<file path="config.mk">
export PLATFORM = sky130hd
export DESIGN_NAME = rat_alu
export DESIGN_NICKNAME = d
export VERILOG_FILES = /design/src/rtl/rpn_pkg.sv /design/src/rtl/rpn_answer_checker_rat_alu.sv
export SDC_FILE = /design/constraint.sdc
export NUM_CORES = 2
export LEC_CHECK = 0
export ABC_CLOCK_PERIOD_IN_PS = 29900
export CORE_UTILIZATION = 45
export DETAILED_ROUTE_END_ITERATION = 10
export GPL_TIMING_DRIVEN = 0
export PLACE_DENSITY_LB_ADDON = 0.12
export SLEW_MARGIN = 0
export SYNTH_ARGS = -nofsm -noshare
export SYNTH_HDL_FRONTEND = slang
export SYNTH_SLANG_ARGS = --single-unit
</file>
<file path="constraint.sdc">
create_clock -name vclk -period 29.9
set_clock_uncertainty 0.1 [all_clocks]
set_input_delay 4.485 -clock vclk [all_inputs]
set_output_delay 4.485 -clock vclk [all_outputs]
set_load 0.05 [all_outputs]
</file>
<file path="src/rtl/rpn_pkg.sv">
// Shared types for the RPN answer checker: token/operator encodings, error
// codes, FSM states and the unreduced rational {num, den} carried on the stack.
package rpn_pkg;

  localparam int NUM_W       = 20;
  localparam int DEN_W       = 16;
  localparam int STACK_DEPTH = 4;

  typedef enum logic [1:0] {
    TOK_OPERAND  = 2'd0,
    TOK_OPERATOR = 2'd1,
    TOK_SUBMIT   = 2'd2,
    TOK_RSVD     = 2'd3
  } tok_kind_e;

  typedef enum logic [1:0] {
    OP_ADD = 2'd0,
    OP_SUB = 2'd1,
    OP_MUL = 2'd2,
    OP_DIV = 2'd3
  } op_e;

  typedef enum logic [2:0] {
    ERR_NONE       = 3'd0,
    ERR_DUP        = 3'd1,
    ERR_UNDERFLOW  = 3'd2,
    ERR_DIVZ       = 3'd3,
    ERR_INCOMPLETE = 3'd4,
    ERR_OVERFLOW   = 3'd5
  } err_e;

  typedef enum logic [1:0] {
    ST_IDLE   = 2'd0,
    ST_ENTRY  = 2'd1,
    ST_CHECK  = 2'd2,
    ST_RESULT = 2'd3
  } state_e;

  typedef struct packed {
    logic signed [NUM_W-1:0] num;
    logic        [DEN_W-1:0] den;
  } rat_t;

endpackage

</file>
<file path="src/rtl/rpn_answer_checker_rat_alu.sv">
// Combinational exact-rational ALU: a op b without reduction, denominator kept
// positive, with divide-by-zero and range-overflow flags.
module rat_alu
  import rpn_pkg::*;
(
  input  rat_t        a_i,
  input  rat_t        b_i,
  input  op_e         op_i,
  output rat_t        res_o,
  output logic        divz_o,
  output logic        ovf_o
);

  localparam int WW = 40;
  localparam logic signed [WW-1:0] NUM_MAX = (40'sd1 <<< (NUM_W - 1)) - 40'sd1;
  localparam logic signed [WW-1:0] NUM_MIN = -(40'sd1 <<< (NUM_W - 1));
  localparam logic signed [WW-1:0] DEN_MAX = (40'sd1 <<< DEN_W) - 40'sd1;

  logic signed [WW-1:0] an, ad, bn, bd;
  logic signed [WW-1:0] rn, rd, rn_fix, rd_fix;

  // NOTE: combinational logic uses blocking '=' with every output given a
  // default up front, so no path leaves a value unassigned and infers a latch.
  always_comb begin
    an     = {{(WW-NUM_W){a_i.num[NUM_W-1]}}, a_i.num};
    bn     = {{(WW-NUM_W){b_i.num[NUM_W-1]}}, b_i.num};
    ad     = {{(WW-DEN_W){1'b0}}, a_i.den};
    bd     = {{(WW-DEN_W){1'b0}}, b_i.den};
    rn     = '0;
    rd     = '0;
    divz_o = 1'b0;

    unique case (op_i)
      OP_ADD: begin rn = an * bd + bn * ad; rd = ad * bd; end
      OP_SUB: begin rn = an * bd - bn * ad; rd = ad * bd; end
      OP_MUL: begin rn = an * bn;           rd = ad * bd; end
      OP_DIV: begin
        rn     = an * bd;
        rd     = ad * bn;
        divz_o = (bn == '0);
      end
    endcase

    // Division by a negative value flips the sign onto the denominator.
    if (rd < 0) begin
      rn_fix = -rn;
      rd_fix = -rd;
    end else begin
      rn_fix = rn;
      rd_fix = rd;
    end

    ovf_o     = !divz_o && ((rn_fix > NUM_MAX) || (rn_fix < NUM_MIN) || (rd_fix > DEN_MAX));
    res_o.num = rn_fix[NUM_W-1:0];
    res_o.den = rd_fix[DEN_W-1:0];
  end

endmodule

</file>
# [Yosys cells after proc, flatten, opt, wreduce, memory -nomap -nowiden]
# Index checks and enable logic that the tools add are counted.
[totals] reg_bits=0 input_bits=74 out_inout_bits=38 elab_cells=27
[classes] n_addsub=4 n_mul=4 order_cmp=4 n_eq_ne=3 n_mux=5 n_reduce_logical=7
[ops] cell="$pmux W40 S4" count=1
[ops] cell="$mux W40" count=2
[ops] cell="$neg A40 Y40" count=2
[ops] cell="$pmux W40 S2" count=1
[ops] cell="$add A40 B40 Y40" count=1
[ops] cell="$gt A40 B17 Y1 const B" count=1
[ops] cell="$gt A40 B20 Y1 const B" count=1
[ops] cell="$logic_not A40 Y1" count=1
[ops] cell="$lt A40 B1 Y1 const B" count=1
[ops] cell="$lt A40 B20 Y1 const B" count=1
[ops] cell="$mul A20 B20 Y40" count=1
[ops] cell="$sub A40 B40 Y40" count=1
[ops] cell="$mul A17 B20 Y37" count=1
[ops] cell="$mul A20 B17 Y37" count=1
[ops] cell="$mul A16 B16 Y32" count=1
[ops] cell="$eq A2 B2 Y1 const B" count=2
[ops] cell="$reduce_or A3 Y1" count=1
[ops] cell="$eq A2 B1 Y1 const B" count=1
[ops] cell="$logic_not A2 Y1" count=1
[ops] cell="$logic_or A1 B1 Y1" count=2
[ops] cell="$logic_and A1 B1 Y1" count=1
[ops] cell="$logic_not A1 Y1" count=1
[ops] cell="$mux W1" count=1

# [Depth between registers and ports, before layout]
[logic_depth] depth_word=9 mapped_depth=44

# [Worst setup path before layout]
# No wires, ideal clock.
[synth_path] path_kind="input -> output" from="in b_i[26] in the netlist's numbering" to="out ovf_o" t_arrival_ps=14823 required_ps=25315 path_slack_ps=10492 stages=38 path_buffers=4 cell_sequence="clkbuf_1 > clkbuf_1 > nand2_1 > fa_1 > fa_1 > fa_1 > fa_1 > inv_1 > fa_1 > fa_1 > ha_1 > buf_2 > a21o_1 > a41oi_1 > xnor2_1 > or4_1 > or3_4 > nor4_1 > (+2 left out) > ha_1 > clkbuf_1 > nand4_1 > nor4_1 > o2111ai_1 > nand3_1 > o221ai_2 > o21ai_1 > a311oi_1 > a221o_1 > or4_4 > nor4_2 > mux2_2 > o32ai_1 > and4_1 > nand4_1 > o31ai_1 > a41oi_1"
[synth_via] elab_chain_len=9 word_cells_on_any_way=20 classes_between="add/sub: 4; mul: 2; order compare: 4; mux: 5; reduce/logical: 5"
[synth_rtl] element="start, declared" line="rpn_answer_checker_rat_alu.sv:7" text="input rat_t b_i,"
[synth_rtl] element="$mul A17 B20 Y37" line="rpn_answer_checker_rat_alu.sv:34, rpn_answer_checker_rat_alu.sv:35, rpn_answer_checker_rat_alu.sv:39"
[synth_rtl] element="$sub A40 B40 Y40 or $add A40 B40 Y40 (tied branches)" line="rpn_answer_checker_rat_alu.sv:35, rpn_answer_checker_rat_alu.sv:34"
[synth_rtl] element="$pmux W40 S4" line="rpn_answer_checker_rat_alu.sv:33" text="unique case (op_i)"
[synth_rtl] element="$neg A40 Y40" line="rpn_answer_checker_rat_alu.sv:46" text="rn_fix = -rn;"
[synth_rtl] element="$mux W40" line="rpn_answer_checker_rat_alu.sv:45" text="if (rd < 0) begin"
[synth_rtl] element="$gt A40 B20 Y1 or $lt A40 B20 Y1 (tied branches)" line="rpn_answer_checker_rat_alu.sv:53" text="ovf_o = !divz_o && ((rn_fix > NUM_MAX) || (rn_fix < NUM_MIN) || (rd_fix > DEN_MAX));"
[synth_rtl] element="$logic_or A1 B1 Y1 (2 in series)" line="rpn_answer_checker_rat_alu.sv:53"
[synth_rtl] element="$logic_and A1 B1 Y1 (*)" line="rpn_answer_checker_rat_alu.sv:53"
[synth_rtl] element="end, declared" line="rpn_answer_checker_rat_alu.sv:11" text="output logic ovf_o"
# Every way passes the cells marked *; elsewhere a longest branch is shown, timed or not.

# [Worst setup path after layout]
[layout_path] from="in b_i[35] in the netlist's numbering" to="out ovf_o"
# The elaborated chain is that of the path after synthesis.

==> impl_results.md <==
- Area of the mapped netlist: 0.05480 mm2
- Full die area: 0.1232 mm2
- Layout overhead on the synthesized area: 4.941%
- Worst Path Required: 25.32 ns
- Worst slew pin tran: 1.535 ns
- Synth Instances: 6528
- Hold buffers post-CTS: 0
- CTS resizes: 0
- Failing checks: max-capacitance violations, max-slew violations
- Top-area cell type share of the netlist area: 0.4592
- Critical Path Most Common Cell: fa_1
- Starting DRT DRC Count: 4399
- Setup-failing EPs final: 0
- DR vias: 46160
- Final setup TNS: 0 ns
- Post-route ant nets: 0
- Worst Setup End Kind: primary output
- Synth cell types: 102
- Sequential cell count: 0
- Critical Path Max Stage Delay: 1.02 ns
- TritonRoute pass-1 iters: 6
- Relative slew slack: -0.02339
- Vert. Die Dim: 351.0 um
- Core area: 0.1203 mm2
- Fillers: 12070
- Gr usage total: 0.3707
- Post-Place Worst Slack: 5.210 ns
- Hold depth: 4
- Unrepaired setup endpoints after global routing: no
- Remaining DRCs: 0
- Die Wd: 351.0 um
- Post-Syn Nets: 8301
- Avg Cell Area, Syn: 8.394 um2
- Vias per cell: 5.621
- Crit share post-route: 0.8319
- CP Data Arrival Time: 20.29 ns
- Leading post-synthesis cells by cell area: fa_1 (46%), ha_1 (10%), inv_1 (9.8%), nand2_1 (6.4%), and2_1 (6.3%)
- Sequential area share after synthesis: 0
- I/O pins: 112
- FF/Latch Area: 0 um2
- GRT Residual Overflow: 0
- Final core utilization: 0.4780
- Final Hold Fails: 0
- Row Count: 127
- GP Congestion: 1.009
- Final Net Count: 8359
- Worst Hold Path EP: res_o[0]
- Hold Path Class: in2out
- Max Slew Vio Count: 18
- Leading area contributor after synthesis: fa_1
- Layout cells sized above 1: 0.01504
- Critical Path Start Type: input pin
- Max Fclk: 0.04020 GHz
- Most common cell in the netlist: inv_1
- WL final: 223300 um
- Ys Warns: 0
- Worst Setup Path Type: in2out
- Largest net degree at the start of global routing: 20
- Hold Crit Start: a_i[0]
- Clock buffer cells: 0
- Detailed Place HPWL: 189500 um
- Slowest CP cell: xor2_1
- Max cap viols: 3
- Global-route wire length before repair: 326900 um
- Number of buffers added for setup after CTS: 0
- Status: complete, but fails checks
- PortBufs: 53
- Mean routed wirelength per cell: 27.19 um
- Vias in the first global route: 47420
- CP max FO: 10
- Most common library cells after synthesis: inv_1 (1434), fa_1 (1257), nand2_1 (941)
- Post-route minimum period: 24.87 ns
- Initial Util: 0.4555
- Initial antenna violation count: 31
- Worst Slack Setup Final: 5.026 ns
==> through the flow <==
step / std cells / hold slack, ns / instance area (um2)
floorplan: 6528 / 9.341 / 54800
global placement: 8193 / 10.20 / 57340
detailed placement: 8194 / 10.22 / 57390
CTS: 8194 / 10.22 / 57390
global route: 8200 / 10.27 / 57470
finish: 8212 / 10.24 / 57500
==> worst max path at each step <==
stage | from | cells after the start | slack [ns] | to
floorplan | b_i[26] | 38 | 10.49 | ovf_o
global placement | b_i[35] | 41 | 5.12 | ovf_o
detailed placement | b_i[35] | 41 | 5.21 | ovf_o
CTS | b_i[35] | 41 | 5.14 | ovf_o
global route | b_i[35] | 41 | 4.22 | ovf_o
finish | b_i[35] | 41 | 5.03 | ovf_o
==> cell usage in the layout, fill, tap and decap left out, drive strengths merged, types with 29 or more instances in the layout <==
cell type,count
a211oi,33
a21o,60
a21oi,199
a31oi,32
and2,549
clkbuf,332
clkdlybuf4s50,53
fa,1257
ha,442
inv,1434
nand2,942
nand2b,41
nand3,70
nand4,32
nor2,159
nor2b,33
nor3,50
nor4,33
o211ai,30
o21a,47
o21ai,159
or3,29
xnor2,147
xor2,75
==> metal layers <==
layer,wire (um),track usage,vias up
met3,26290,0.1087,449
met2,93620,0.5451,2359
met5,97,0,-
li1,-,-,20010
met4,11840,0.1588,18
met1,91410,0.5063,23320
==> worst max-delay path, delay by kind of cell <==
family / cells / cell delay, ns
AND/OR/NAND/NOR: 11 / 2.66
buffers and inverters: 11 / 4.36
XOR/XNOR: 3 / 1.75
adder cells (fa/ha/maj): 8 / 3.36
multiplexers: 1 / 0.33
AO/OA/AOI/OAI: 7 / 3.29
==> logic make-up (layout without fill, tap and decap cells) <==
family	Yosys count	after routing	share of synthesized area
adders and majority gates	1699	1699	0.5602
and+or+nand+nor	2029	2029	0.1823
other	0	16	0
buffers and inverters	1791	1847	0.1231
muxes	32	32	0.006142
AOI/OAI and AO/OA	755	755	0.09282
xor gates and xnor gates	222	222	0.03548
==> cell type report <==
class | count | area [um2] | area share
multi-input cells | 4737 | 48120 | 0.8368
inverters | 1434 | 5383 | 0.09361
plain buffers | 357 | 1360 | 0.02365
well taps | 1612 | 2017 | 0.03508
repair buffers | 56 | 584.3 | 0.01016
diodes | 16 | 40.04 | 0.0006963
